File: src/rtl/hermes_input_buffer_if.sv
// Hermes input buffer port bundle: upstream credit link, routing request and crossbar handshake.
interface hermes_input_buffer_if #(
  parameter int unsigned FLIT_SIZE = 32
);
  logic                 rx_i;
  logic [FLIT_SIZE-1:0] data_i;
  logic                 credit_o;
  logic                 req_routing_o;
  logic                 ack_routing_i;
  logic                 sending_o;
  logic                 req_o;
  logic [FLIT_SIZE-1:0] data_o;
  logic                 ack_i;

  // Buffer side
  modport slave (
    input  rx_i, data_i, ack_routing_i, ack_i,
    output credit_o, req_routing_o, sending_o, req_o, data_o
  );

  // Neighbour / switch-control / crossbar side
  modport master (
    output rx_i, data_i, ack_routing_i, ack_i,
    input  credit_o, req_routing_o, sending_o, req_o, data_o
  );
endinterface

File: src/rtl/hermes_input_buffer.sv
// Hermes router per-port input FIFO with packet framing FSM.
// Optional macro HERMES_BUFFER_STATS_EN adds a saturating completed-packet counter (pkt_cnt_o).
module hermes_input_buffer #(
  parameter int unsigned FLIT_SIZE   = 32,
  parameter int unsigned BUFFER_SIZE = 8
) (
  input  logic                  clk_i,
  input  logic                  rst_ni,
`ifdef HERMES_BUFFER_STATS_EN
  output logic [15:0]           pkt_cnt_o,
`endif
  hermes_input_buffer_if.slave  bus
);

  localparam int unsigned PTR_W = $clog2(BUFFER_SIZE);
  localparam int unsigned CNT_W = $clog2(BUFFER_SIZE + 1);

  typedef enum logic [2:0] {IDLE, REQ, HEADER, SIZE, PAYLOAD} state_e;

  state_e               state_q, state_d;
  logic [FLIT_SIZE-1:0] size_q, size_d;
  logic [PTR_W-1:0]     wr_ptr_q, wr_ptr_d;
  logic [PTR_W-1:0]     rd_ptr_q, rd_ptr_d;
  logic [CNT_W-1:0]     count_q, count_d;
  logic [FLIT_SIZE-1:0] mem_q [BUFFER_SIZE];

  logic                 empty, full, push, pop, in_xfer;
  logic                 req_routing, sending, pkt_done;
  logic [FLIT_SIZE-1:0] head;

  assign empty   = (count_q == CNT_W'(0));
  assign full    = (count_q == CNT_W'(BUFFER_SIZE));
  assign head    = mem_q[rd_ptr_q];
  assign in_xfer = (state_q == HEADER) || (state_q == SIZE) || (state_q == PAYLOAD);
  assign push    = bus.rx_i && !full;
  assign pop     = in_xfer && !empty && bus.ack_i;

  assign bus.credit_o      = !full;
  assign bus.req_o         = in_xfer && !empty;
  assign bus.data_o        = empty ? '0 : head;
  assign bus.req_routing_o = req_routing;
  assign bus.sending_o     = sending;

  // Packet framing: route request, then header, size, and N payload pops
  always_comb begin
    state_d     = state_q;
    size_d      = size_q;
    req_routing = 1'b0;
    sending     = 1'b0;
    pkt_done    = 1'b0;
    case (state_q)
      IDLE: begin
        if (!empty) state_d = REQ;
      end
      REQ: begin
        req_routing = 1'b1;
        if (bus.ack_routing_i) state_d = HEADER;
      end
      HEADER: begin
        sending = 1'b1;
        if (pop) state_d = SIZE;
      end
      SIZE: begin
        sending = 1'b1;
        if (pop) begin
          size_d = head;
          if (head == '0) begin
            state_d  = IDLE;
            pkt_done = 1'b1;
          end else begin
            state_d = PAYLOAD;
          end
        end
      end
      PAYLOAD: begin
        sending = 1'b1;
        if (pop) begin
          size_d = size_q - FLIT_SIZE'(1);
          if (size_q == FLIT_SIZE'(1)) begin
            state_d  = IDLE;
            pkt_done = 1'b1;
          end
        end
      end
      default: state_d = IDLE;
    endcase
  end

  // FIFO pointer and occupancy update; pointers wrap at the power-of-two depth
  always_comb begin
    wr_ptr_d = wr_ptr_q;
    rd_ptr_d = rd_ptr_q;
    count_d  = count_q;
    if (push) wr_ptr_d = wr_ptr_q + PTR_W'(1);
    if (pop)  rd_ptr_d = rd_ptr_q + PTR_W'(1);
    case ({push, pop})
      2'b10:   count_d = count_q + CNT_W'(1);
      2'b01:   count_d = count_q - CNT_W'(1);
      default: count_d = count_q;
    endcase
  end

  // Control state registers
  always_ff @(posedge clk_i or negedge rst_ni) begin
    if (!rst_ni) begin
      state_q  <= IDLE;
      size_q   <= '0;
      wr_ptr_q <= '0;
      rd_ptr_q <= '0;
      count_q  <= '0;
    end else begin
      state_q  <= state_d;
      size_q   <= size_d;
      wr_ptr_q <= wr_ptr_d;
      rd_ptr_q <= rd_ptr_d;
      count_q  <= count_d;
    end
  end

  // Flit storage; contents are don't-care while the slot is not counted as occupied
  always_ff @(posedge clk_i) begin
    if (push) mem_q[wr_ptr_q] <= bus.data_i;
  end

`ifdef HERMES_BUFFER_STATS_EN
  logic [15:0] pkt_cnt_q, pkt_cnt_d;

  // Saturating count of completed packets
  always_comb begin
    pkt_cnt_d = pkt_cnt_q;
    if (pkt_done && (pkt_cnt_q != 16'hFFFF)) pkt_cnt_d = pkt_cnt_q + 16'(1);
  end

  // Packet counter register
  always_ff @(posedge clk_i or negedge rst_ni) begin
    if (!rst_ni) pkt_cnt_q <= '0;
    else         pkt_cnt_q <= pkt_cnt_d;
  end

  assign pkt_cnt_o = pkt_cnt_q;
`else
  logic unused_pkt_done;
  assign unused_pkt_done = pkt_done;
`endif

endmodule

File: src/flat_wrapper.sv
// flat-port wrapper written by rule: the top's interface ports become plain ports
module hermes_input_buffer_flat 
#(
  parameter int unsigned FLIT_SIZE   = 32,
  parameter int unsigned BUFFER_SIZE = 8
)
  (clk_i, rst_ni, bus_rx_i, bus_data_i, bus_ack_routing_i, bus_ack_i, bus_credit_o, bus_req_routing_o, bus_sending_o, bus_req_o, bus_data_o);
  hermes_input_buffer_if #(.FLIT_SIZE(FLIT_SIZE)) bus_i ();
  input  logic clk_i;
  input  logic rst_ni;
  input wire logic [$bits(bus_i.rx_i)-1:0] bus_rx_i;
  input wire logic [$bits(bus_i.data_i)-1:0] bus_data_i;
  input wire logic [$bits(bus_i.ack_routing_i)-1:0] bus_ack_routing_i;
  input wire logic [$bits(bus_i.ack_i)-1:0] bus_ack_i;
  output wire logic [$bits(bus_i.credit_o)-1:0] bus_credit_o;
  output wire logic [$bits(bus_i.req_routing_o)-1:0] bus_req_routing_o;
  output wire logic [$bits(bus_i.sending_o)-1:0] bus_sending_o;
  output wire logic [$bits(bus_i.req_o)-1:0] bus_req_o;
  output wire logic [$bits(bus_i.data_o)-1:0] bus_data_o;
  assign bus_i.rx_i = bus_rx_i;
  assign bus_i.data_i = bus_data_i;
  assign bus_i.ack_routing_i = bus_ack_routing_i;
  assign bus_i.ack_i = bus_ack_i;
  assign bus_credit_o = bus_i.credit_o;
  assign bus_req_routing_o = bus_i.req_routing_o;
  assign bus_sending_o = bus_i.sending_o;
  assign bus_req_o = bus_i.req_o;
  assign bus_data_o = bus_i.data_o;
  hermes_input_buffer #(.FLIT_SIZE(FLIT_SIZE), .BUFFER_SIZE(BUFFER_SIZE)) u_core (.clk_i(clk_i), .rst_ni(rst_ni), .bus(bus_i));
endmodule
File: config.mk
export PLATFORM = sky130hd
export DESIGN_NAME = hermes_input_buffer_flat
export DESIGN_NICKNAME = d
export VERILOG_FILES = /design/src/rtl/hermes_input_buffer_if.sv /design/src/rtl/hermes_input_buffer.sv /design/src/flat_wrapper.sv
export SDC_FILE = /design/constraint.sdc
export NUM_CORES = 1
export LEC_CHECK = 0
export CELL_PAD_IN_SITES_DETAIL_PLACEMENT = 1
export CELL_PAD_IN_SITES_GLOBAL_PLACEMENT = 1
export CORE_ASPECT_RATIO = 1.1
export CORE_MARGIN = 2
export CORE_UTILIZATION = 50
export DETAILED_ROUTE_END_ITERATION = 6
export HOLD_SLACK_MARGIN = 0.08
export PLACE_DENSITY_LB_ADDON = 0.1
export SYNTH_ARGS = -nofsm -noshare
export SYNTH_HDL_FRONTEND = slang
export SYNTH_SLANG_ARGS = --single-unit
File: constraint.sdc
create_clock -name clk_i -period 6.9 [get_ports clk_i]
set_input_delay 1.38 -clock clk_i [delete_from_list [all_inputs] [get_ports clk_i]]
set_output_delay 1.38 -clock clk_i [all_outputs]
set_load 0.05 [all_outputs]
==> out/metrics.cfg, run 1 <==
[outcome]
status=finished clean

[sta]
final_max_slew_viol_count=0
finClkSkew_ns=0.00898
clock.fmax_mhz=192
finalHoldViolCount=0
rsz0062_at_grt=no
holdWs_ns=0.506
fin_tns_setup_ns=0
slew_headroom_pct=25.2
max_slew.worst_pin.slew_ns=1.12
finalSetupViolCount=0
finalCritPeriodShare_pct=75.5
period_minus_slack_ns=5.21

[synthesis]
synth_most_common_cell=edfxtp_1
synth_seq_area_share_pct=69.7
synthCells=828
synth_area_um2=12600
synthFlopType=edfxtp_1
ys_async_sr_fraction_pct=15.0
yosys.area.top_type=edfxtp_1
avgSynthCellArea_um2=15.3
yosys_warnings=0
syn_nets=872
synth_edf_count=256
synth-seq-cells=301
synth_top_area_share_pct=60.8
synthTopCellsByArea=edfxtp_1, dfrtp_1, mux4_2, mux2i_1, a21oi_1
yosys-top-cells-count=edfxtp_1, a21oi_1, mux2i_1
synth_cell_types=60

[floorplan]
start_util_pct=50.4
die_width_um=156
die_area_um2=26600
num_rows=61
io_pins=73
die_h_um=171
core_area_um2=25100

[worst_setup_path]
crit_start=u_core.rd_ptr_q[0]
start_kind=flip-flop
r2r-start=u_core.rd_ptr_q[0]
rrSetupSlack_ns=3.16
max_stage_delay_ns=0.86
critPathKind=reg2out
critPathCapture=bus_data_o[15]
cp.depth=5
slowest_stage=dfrtp_4
r2r-end=u_core.state_q[2]
crit_buf_inv=2
critPathTopFamily=buffers and inverters
end_kind=primary output
reg2reg_depth=7
crit_path_cell_trace=buf_12, mux4_2, a21oi_1, nor2_1, clkdlybuf4s50_1
cp.arrival_ns=3.83
worstPathMaxFanout=45
cp_data_required_time_ns=5.52

[clock_tree]
cts_tree=yes
htree_levels=1
post_cts_resized=0
clkTransAtPathRegs_ns=0.06
postCtsSetupBuffers=0
cts_hold_buffers=0
cts.sinks=301
cts_made_buffers=31
clk_latency_ns=0.56
clk_path_buf_depth=3
cts_root_buffer=clkbuf_16

[place]
port_buffers=72
gp_congestion=0.731
dp_hpwl_mm=20.1
dpl-instance-area_um2=13700
dp_cells=1183

[global_routing]
antenna_found_initial=1
grt_max_degree=49
grt_overflow=0
grt_usage_pct=25.1
grt_pass1_vias=8240
grt_first_pass_wirelength_mm=49.7

[cells_and_area]
fin_area_um2=14700
syn_to_final_growth_pct=16.2
antenna_cells=0
nFillCells=2348
post-route-util_pct=58.5
drive_gt1_share_pct=13.8
layout.nets=945
stdcell_count=1241

[route]
post_drt_wl_per_cell_um=26.5
wirelength_mm=32.9
route.vias.total=7716
first_pass_iters=4
drc=0
drt-initial-drc-count=502
ant_nets=0
via_per_inst=6.22

[power_and_ir_drop]
p_leak_nw=5.09
powerDensity_nw_per_um2=504
ir_worst_vdd_uv=448

[worst_hold_path]
min_path_type=reg2reg

[run]
drv_cap=0

[per-stage QoR]
stage          total power [W]  worst slack, ns
6_report               0.00741             1.69
5_1_grt                0.00773             1.52
4_1_cts                0.00744             1.64
3_5_place_dp           0.00583             2.24
3_3_place_gp           0.00572             2.23
2_1_floorplan          0.00473             1.41
[worst register-to-register path, delay by kind of cell (launching register included)]
family / cells / cell delay (ns)
AO/OA/AOI/OAI: 3 / 0.95
buffers and inverters: 1 / 0.41
flip-flops: 1 / 0.86
multiplexers: 1 / 0.56
AND/OR/NAND/NOR: 2 / 0.85
[power breakdown]
group | switching (W) | internal [W]
clock network | 0.000695 | 0.000908
registers | 0.000316 | 0.00235
logic | 0.00205 | 0.00108
total | 0.00306 | 0.00434
[state kept, by name, indices dropped and copies added (netlist names)]
signal	flops
u_core.mem_q	256
u_core.state_q	3
u_core.count_q	4
u_core.size_q	32
u_core.rd_ptr_q	3
u_core.wr_ptr_q	3
[layer usage]
metal / vias up / global-route usage [%] / part of all wire [%]
met5: - / 0 / 0.040
met4: 2 / 8.97 / 2.9
met3: 60 / 3.32 / 4.1
met2: 206 / 41.0 / 48
met1: 4045 / 35.1 / 45
li1: 3403 / - / -
[cell families after synthesis]
| group | Yosys count | share of synthesized area, % |
|---|---|---|
| AOI/OAI and AO/OA | 177 | 8.45 |
| xor gates and xnor gates | 9 | 0.623 |
| adders and majority gates | 7 | 0.692 |
| buffers and inverters | 58 | 2.23 |
| DFF | 301 | 69.7 |
| muxes | 99 | 11.0 |
| and+or+nand+nor | 177 | 7.31 |
[cell usage in the layout, fill, tap and decap left out, drive strengths merged, types with 5 or more instances in the layout]
cell           netlist  routed
nand3               11      11
nand2b               5       5
o31ai                6       6
or3                  6       6
edfxtp             256     256
a21oi               72      72
nor4                11      11
nand2               43      43
o21ai               29      29
mux2i               64      64
clkbuf              32      40
nor2                55      55
clkdlybuf4s50        0      71
a22o                 8       8
buf                 17      18
ha                   7       7
dfrtp               45      45
mux4                32      32
inv                  9      11
nand4               10      10
xor2                 5       5
nor3                12      12
o22ai               38      38
clkinv               0      12
[final cells by class]
| class | instances | area [µm²] | share of cell area (%) |
|---|---|---|---|
| sequential | 301 | 8820 | 60.0 |
| clock inverter | 18 | 134 | 0.911 |
| timing repair buffer | 89 | 856 | 5.82 |
| clock buffer | 40 | 850 | 5.78 |
| inverter | 9 | 33.8 | 0.230 |
| multi-input combinational | 469 | 3610 | 24.6 |
| tap | 315 | 394 | 2.68 |
[how the worst min path moves through the flow]
stage               slack (ns)  cells after the start           endpoint               from
CTS                       0.51                      2   u_core.size_q[7]   u_core.size_q[7]
floorplan                 0.46                      2  u_core.size_q[10]  u_core.size_q[10]
global placement          0.48                      2  u_core.size_q[10]  u_core.size_q[10]
detailed placement        0.50                      2   u_core.size_q[7]   u_core.size_q[7]
finish                    0.51                      2   u_core.size_q[7]   u_core.size_q[7]
global route              0.54                      1  u_core.size_q[21]  u_core.size_q[21]
Note: power is estimated with default switching activity, not from simulation.
==> inputs of run 2 (changes only) <==
==> constraint.sdc (replaced) <==
create_clock -name clk_i -period 5.2 [get_ports clk_i]
set_input_delay 1.04 -clock clk_i [delete_from_list [all_inputs] [get_ports clk_i]]
set_output_delay 1.04 -clock clk_i [all_outputs]
set_load 0.05 [all_outputs]
==> run 2 against run 1 <==
Against the previous run: hold slack worse by 0.00070 ns; cell count about the same; combinational power increased by 32%; first-iteration DRC count is 18% higher; sequential share of layout area rose by 0.11 points; critical path depth unchanged; via count decreased by 0.22%; worst setup slack got worse by 0.72 ns; sequential power up 32%; power is 32% higher; clock-buffer cell count down 3; clock skew up 0.017 ns; highest routed layer is now met4.
==> out/metrics.cfg, run 2 (synthesis results as in run 1) <==
[outcome]
status=finished clean

[route]
via_per_inst=6.20  ; -0.30%
routed-wl-met2_mm=17.1  ; +7.5%
wirelength_mm=33.1  ; +0.67%
drt-met1-wl_mm=13.7  ; -6.6%
post_drt_wl_per_cell_um=26.7  ; +0.59%
drt-initial-drc-count=591  ; +18%
first_pass_iters=5  ; +1
ant_nets=0  ; unchanged
drc=0  ; unchanged
route.vias.total=7699  ; -0.22%
wl_met3_mm=1.48  ; +9.0%
top_layer_used=met4

[sta]
clock.fmax_mhz=237
max_slew.worst_pin.slew_ns=1.07  ; -0.0476 ns
holdWs_ns=0.505  ; -0.000699 ns
period_minus_slack_ns=4.22
finClkSkew_ns=0.0261  ; +0.0171 ns
slew_headroom_pct=27.8  ; +2.6 points
finalHoldViolCount=0  ; unchanged
finalSetupViolCount=0  ; unchanged
finalCritPeriodShare_pct=81.2
fin_tns_setup_ns=0  ; unchanged
timing.final.ws_setup_ns=0.976  ; -0.717 ns
final_max_slew_viol_count=0  ; unchanged
rsz0062_at_grt=no

[worst_setup_path]
slowest_stage=dfrtp_4
worstPathMaxFanout=30  ; -33%
cp_data_required_time_ns=4.16  ; -1.36 ns
r2r-start=u_core.count_q[2]
critPathKind=reg2out
end_kind=primary output
start_kind=flip-flop
cpMostUsedCell=buf_4
max_stage_delay_ns=0.79  ; -0.07 ns
crit_buf_inv=2  ; unchanged
cp.arrival_ns=3.18  ; -0.65 ns
critPathTopFamily=flip-flops
crit_path_cell_trace=buf_4, mux4_2, a21oi_1, nor2_1, buf_4
crit_start=u_core.rd_ptr_q[0]

[floorplan]
num_rows=61  ; unchanged
die_area_um2=26600  ; unchanged
die_h_um=171  ; unchanged
die_width_um=156  ; unchanged
core_area_um2=25100  ; unchanged
io_pins=73  ; unchanged
start_util_pct=50.4  ; unchanged

[worst_hold_path]
hp-start=u_core.size_q[7]
min_path_type=reg2reg

[clock_tree]
cts_hold_buffers=0  ; unchanged
clk_path_buf_depth=3  ; unchanged
postCtsSetupBuffers=0  ; unchanged
post_cts_resized=0  ; unchanged
cts_tree=yes
cts_root_buffer=clkbuf_16
clkTransAtPathRegs_ns=0.06  ; about the same
htree_levels=1  ; unchanged
cts_made_buffers=31  ; unchanged
clk_latency_ns=0.57  ; about the same
cts.sinks=301  ; unchanged

[global_routing]
antenna_found_initial=1  ; unchanged
grt_max_degree=49  ; unchanged
grt_usage_pct=25.7  ; +0.53 points
grt_first_pass_wirelength_mm=50.4  ; +1.4%
grt_overflow=0  ; unchanged
grt_pass1_vias=8250  ; +0.12%

[place]
pre_cts_ws_ns=1.52  ; -0.726 ns
port_buffers=72  ; unchanged
gp_congestion=0.850  ; +16%
dp_hpwl_mm=20.4  ; +1.6%

[power_and_ir_drop]
powerDensity_nw_per_um2=668  ; +33%
ir_worst_vdd_uv=408  ; -8.8%
p_leak_nw=5.15  ; +1.2%

[cells_and_area]
largest_reg_flops=256  ; unchanged
layout.cells.most_common=edfxtp_1
mostFrequentLayoutCells=edfxtp_1, a21oi_1, mux2i_1, nor2_1, buf_4
drive_gt1_share_pct=17.0  ; +3.1 points
nFillCells=2335  ; -0.55%
layout.nets=948  ; +0.32%
syn_to_final_growth_pct=16.0
largest_registers=u_core.mem_q: 256 flops, u_core.size_q: 32 flops, u_core.count_q: 4 flops
top_register=u_core.mem_q

[run]
drv_cap=0  ; unchanged

==> run 2: changes by cell type in the layout (fill, tap and decap cells not counted), moves of 2 or more <==
cell	change
clkdlybuf4s50_1	-32
clkinv_1	+3
bufinv_16	+2
nor4b_4	+2
clkinv_2	-3
buf_4	+34
nor4b_2	-2
clkbuf_8	-3
==> run 2: area by class of cell <==
class                   count  area [µm²]  area share [%]
clock buffers              37         808            5.51
flip-flops and latches    301        8820            60.1
well taps                 315         394            2.69
diodes                      1        2.50          0.0171
multi-input cells         469        3630            24.8
inverters                   9        33.8           0.230
clock inverters            18         174            1.19
repair buffers             92         811            5.53
==> run 2: path summary, 6_finish.rpt <==
check,endpoint,slack (ns),depth (start not counted)
hold / removal,u_core.size_q[7],0.51,2
setup / recovery,bus_data_o[1],0.98,5
setup reg to reg,u_core.count_q[2],1.83,10
hold reg to reg,u_core.size_q[7],0.51,2
max in group asynchronous,u_core.rd_ptr_q[0],4.17,2
min in group asynchronous,u_core.rd_ptr_q[0],0.57,2
==> run 2: worst register-to-register path, stage by stage, from the launching register on <==
cell and delay [ns]:
dfrtp_1 0.47, nor4_4 0.97, nor2b_1 0.15, and2_1 0.38, ha_1 0.35, xor2_1 0.18
ha_1 0.22, a21oi_1 0.15, xor2_1 0.17, nor2_1 0.07, xor2_1 0.14
==> run 2: layer usage <==
metal / up-vias / global-route usage [%]
met2: 192 / 44.5
met3: 56 / 3.60
met1: 4024 / 33.5
met5: - / 0
li1: 3427 / -
met4: 0 / 8.70
==> run 2: stage by stage <==
stage	area (µm²)	utilization, %	instances	total power [W]
2_1_floorplan	12700	-	828	0.00627
3_3_place_gp	13700	54.5	1186	0.00756
6_report	14700	58.4	1242	0.00980
3_5_place_dp	13700	54.5	1186	0.00769
4_1_cts	14700	58.4	1241	0.00986
5_1_grt	14700	58.4	1242	0.0103
==> run 2: report_power, final <==
group          switching, W  internal [W]
combinational       0.00274       0.00138
sequential         0.000408       0.00312
clock              0.000896       0.00125
total               0.00405       0.00575
==> inputs of run 3 (changes only) <==
--- a/config.mk
+++ b/config.mk
@@ -9,7 +9,7 @@
 export CELL_PAD_IN_SITES_GLOBAL_PLACEMENT = 1
 export CORE_ASPECT_RATIO = 1.1
 export CORE_MARGIN = 2
-export CORE_UTILIZATION = 50
+export CORE_UTILIZATION = 45
 export DETAILED_ROUTE_END_ITERATION = 6
 export HOLD_SLACK_MARGIN = 0.08
 export PLACE_DENSITY_LB_ADDON = 0.1
==> constraint.sdc (replaced) <==
create_clock -name clk_i -period 3.7 [get_ports clk_i]
set_input_delay 0.74 -clock clk_i [delete_from_list [all_inputs] [get_ports clk_i]]
set_output_delay 0.74 -clock clk_i [all_outputs]
set_load 0.05 [all_outputs]
==> run 3 against run 2 <==
Against the previous run: clock-buffer cell count grew 9; global-route usage fell by 2.5 points; sequential share of layout area down 3.0 points; die area up 11%; sequential cell count is the same; clock skew down 0.012 ns; design area is 5.2% higher; hold slack got worse by 0.17 ns; highest routed layer is now met5.
==> out/metrics.cfg, run 3 (synthesis results as in run 1) <==
[clock_tree]
htree_levels=2  ; +1
clk_latency_ns=0.50  ; -0.07 ns
clkTransAtPathRegs_ns=0.06  ; about the same
postCtsSetupBuffers=0  ; unchanged
cts.sinks=301  ; unchanged
post_cts_resized=0  ; unchanged
clk_path_buf_depth=3  ; unchanged
cts_tree=yes
cts_made_buffers=34  ; +9.7%
cts_hold_buffers=0  ; unchanged
cts_root_buffer=clkbuf_16

[sta]
clock.fmax_mhz=282
finClkSkew_ns=0.0143  ; -0.0118 ns
slew_headroom_pct=30.0  ; +2.2 points
finalSetupViolCount=0  ; unchanged
final_max_slew_viol_count=0  ; unchanged
timing.final.ws_setup_ns=0.152  ; -0.823 ns
finalCritPeriodShare_pct=95.9
holdWs_ns=0.339  ; -0.166 ns
period_minus_slack_ns=3.55
rsz0062_at_grt=no
finalHoldViolCount=0  ; unchanged
max_slew.worst_pin.slew_ns=1.05  ; -0.0244 ns

[global_routing]
grt_overflow=0  ; unchanged
grt_pass1_vias=8481  ; +2.8%
antenna_found_initial=1  ; unchanged
grt_max_degree=49  ; unchanged
grt_first_pass_wirelength_mm=51.3  ; +1.7%
grt_usage_pct=23.2  ; -2.5 points

[route]
drt-initial-drc-count=570  ; -3.6%
route.vias.total=7736  ; +0.48%
ant_nets=0  ; unchanged
first_pass_iters=5  ; unchanged
post_drt_wl_per_cell_um=25.6  ; -4.0%
via_per_inst=5.92  ; -4.4%
wirelength_mm=33.5  ; +1.0%
drc=0  ; unchanged

[cells_and_area]
syn_to_final_growth_pct=22.0
mostFrequentLayoutCells=edfxtp_1, a21oi_1, mux2i_1, nor2_1, dfrtp_1
layout.cells.most_common=edfxtp_1
top_register=u_core.mem_q
nFillCells=2624  ; +12%
antenna_cells=0  ; -1
drive_gt1_share_pct=18.1  ; +1.2 points
layout.nets=965  ; +1.8%
largest_registers=u_core.mem_q: 256 flops, u_core.size_q: 32 flops, u_core.count_q: 4 flops
largest_reg_flops=256  ; unchanged

[floorplan]
start_util_pct=45.7  ; -4.7 points
die_width_um=164  ; +5.3%
die_h_um=180  ; +5.3%
num_rows=64  ; +4.9%
io_pins=73  ; unchanged
core_area_um2=27700  ; +10%
die_area_um2=29500  ; +11%

[place]
gp_congestion=0.832  ; -2.1%
port_buffers=72  ; unchanged
dp_hpwl_mm=21.0  ; +2.8%
pre_cts_ws_ns=0.606  ; -0.913 ns

[worst_setup_path]
end_kind=primary output
reg2reg_depth=9  ; -1
r2r-start=u_core.size_q[0]
critPathKind=reg2out
cp_data_required_time_ns=2.96  ; -1.20 ns
rrSetupSlack_ns=0.74  ; -1.09 ns
cp.arrival_ns=2.81  ; -0.37 ns
worstPathMaxFanout=27  ; -10%
start_kind=flip-flop
r2r-end=u_core.size_q[28]

[worst_hold_path]
min_path_type=in2async

[power_and_ir_drop]
power_w=0.0152  ; +56%
powerDensity_nw_per_um2=988  ; +48%
ir_worst_vdd_uv=573  ; +40%
p_leak_nw=5.45  ; +5.8%

[run]
drv_cap=0  ; unchanged

[outcome]
status=finished clean

-- run 3: cell count changes in the layout (fill, tap and decap cells not counted), sizes merged --
cell,change
buf,+14
bufinv,+2
clkbuf,+9
clkinv,-5
clkinvlp,-2
diode,-1
inv,-1
-- run 3: worst max-delay path by stage --
stage / startpoint / end / slack [ns]
6_report: u_core.rd_ptr_q[0] / bus_data_o[6] / 0.15
5_1_grt: u_core.rd_ptr_q[0] / bus_data_o[6] / 0.06
4_1_cts: u_core.rd_ptr_q[0] / bus_data_o[6] / 0.16
3_5_place_dp: bus_ack_i / u_core.count_q[2] / 0.61
3_3_place_gp: bus_ack_i / u_core.count_q[2] / 0.66
2_1_floorplan: u_core.count_q[1] / u_core.mem_q[3][0] / -0.44
-- run 3: metal layers --
| layer | vias to the layer above | routed length, µm | GRT usage (%) | part of all wire, % |
|---|---|---|---|---|
| met2 | 186 | 16600 | 38.1 | 50 |
| met1 | 4036 | 14100 | 30.6 | 42 |
| li1 | 3436 | - | - | - |
| met5 | - | 13 | 0 | 0.039 |
| met4 | 2 | 1230 | 9.12 | 3.7 |
| met3 | 76 | 1450 | 4.25 | 4.3 |
-- run 3: final cells by class --
class / count / area (µm²) / share of cell area (%)
Tap cell: 363 / 454 / 2.94
Inverter: 9 / 33.8 / 0.219
Sequential cell: 301 / 8820 / 57.1
Timing Repair Buffer: 106 / 1380 / 8.93
Clock buffer: 46 / 916 / 5.93
Clock inverter: 12 / 191 / 1.24
Multi-Input combinational cell: 469 / 3650 / 23.6
-- run 3: critical path, stage by stage (launching register included) --
cell and delay, ns:
dfrtp_4 0.57, buf_12 0.26, mux4_2 0.52, a21oi_1 0.58
nor2_1 0.16, buf_12 0.19
-- run 3: per-stage QoR --
step,instances,TNS (ns),area [µm²],util (%)
4_1_cts,1306,0,15400,55.7
3_3_place_gp,1248,0,14300,51.7
5_1_grt,1306,0,15400,55.7
6_report,1306,0,15400,55.7
3_5_place_dp,1248,0,14300,51.7
2_1_floorplan,828,-34.99,12700,-
-- run 3: where the power goes --
part | total, W | switching, W | internal, W | leakage, nW
registers | 0.00493 | 0.000542 | 0.00438 | 2.86
clock network | 0.00338 | 0.00130 | 0.00208 | 0.537
logic | 0.00694 | 0.00412 | 0.00283 | 2.05
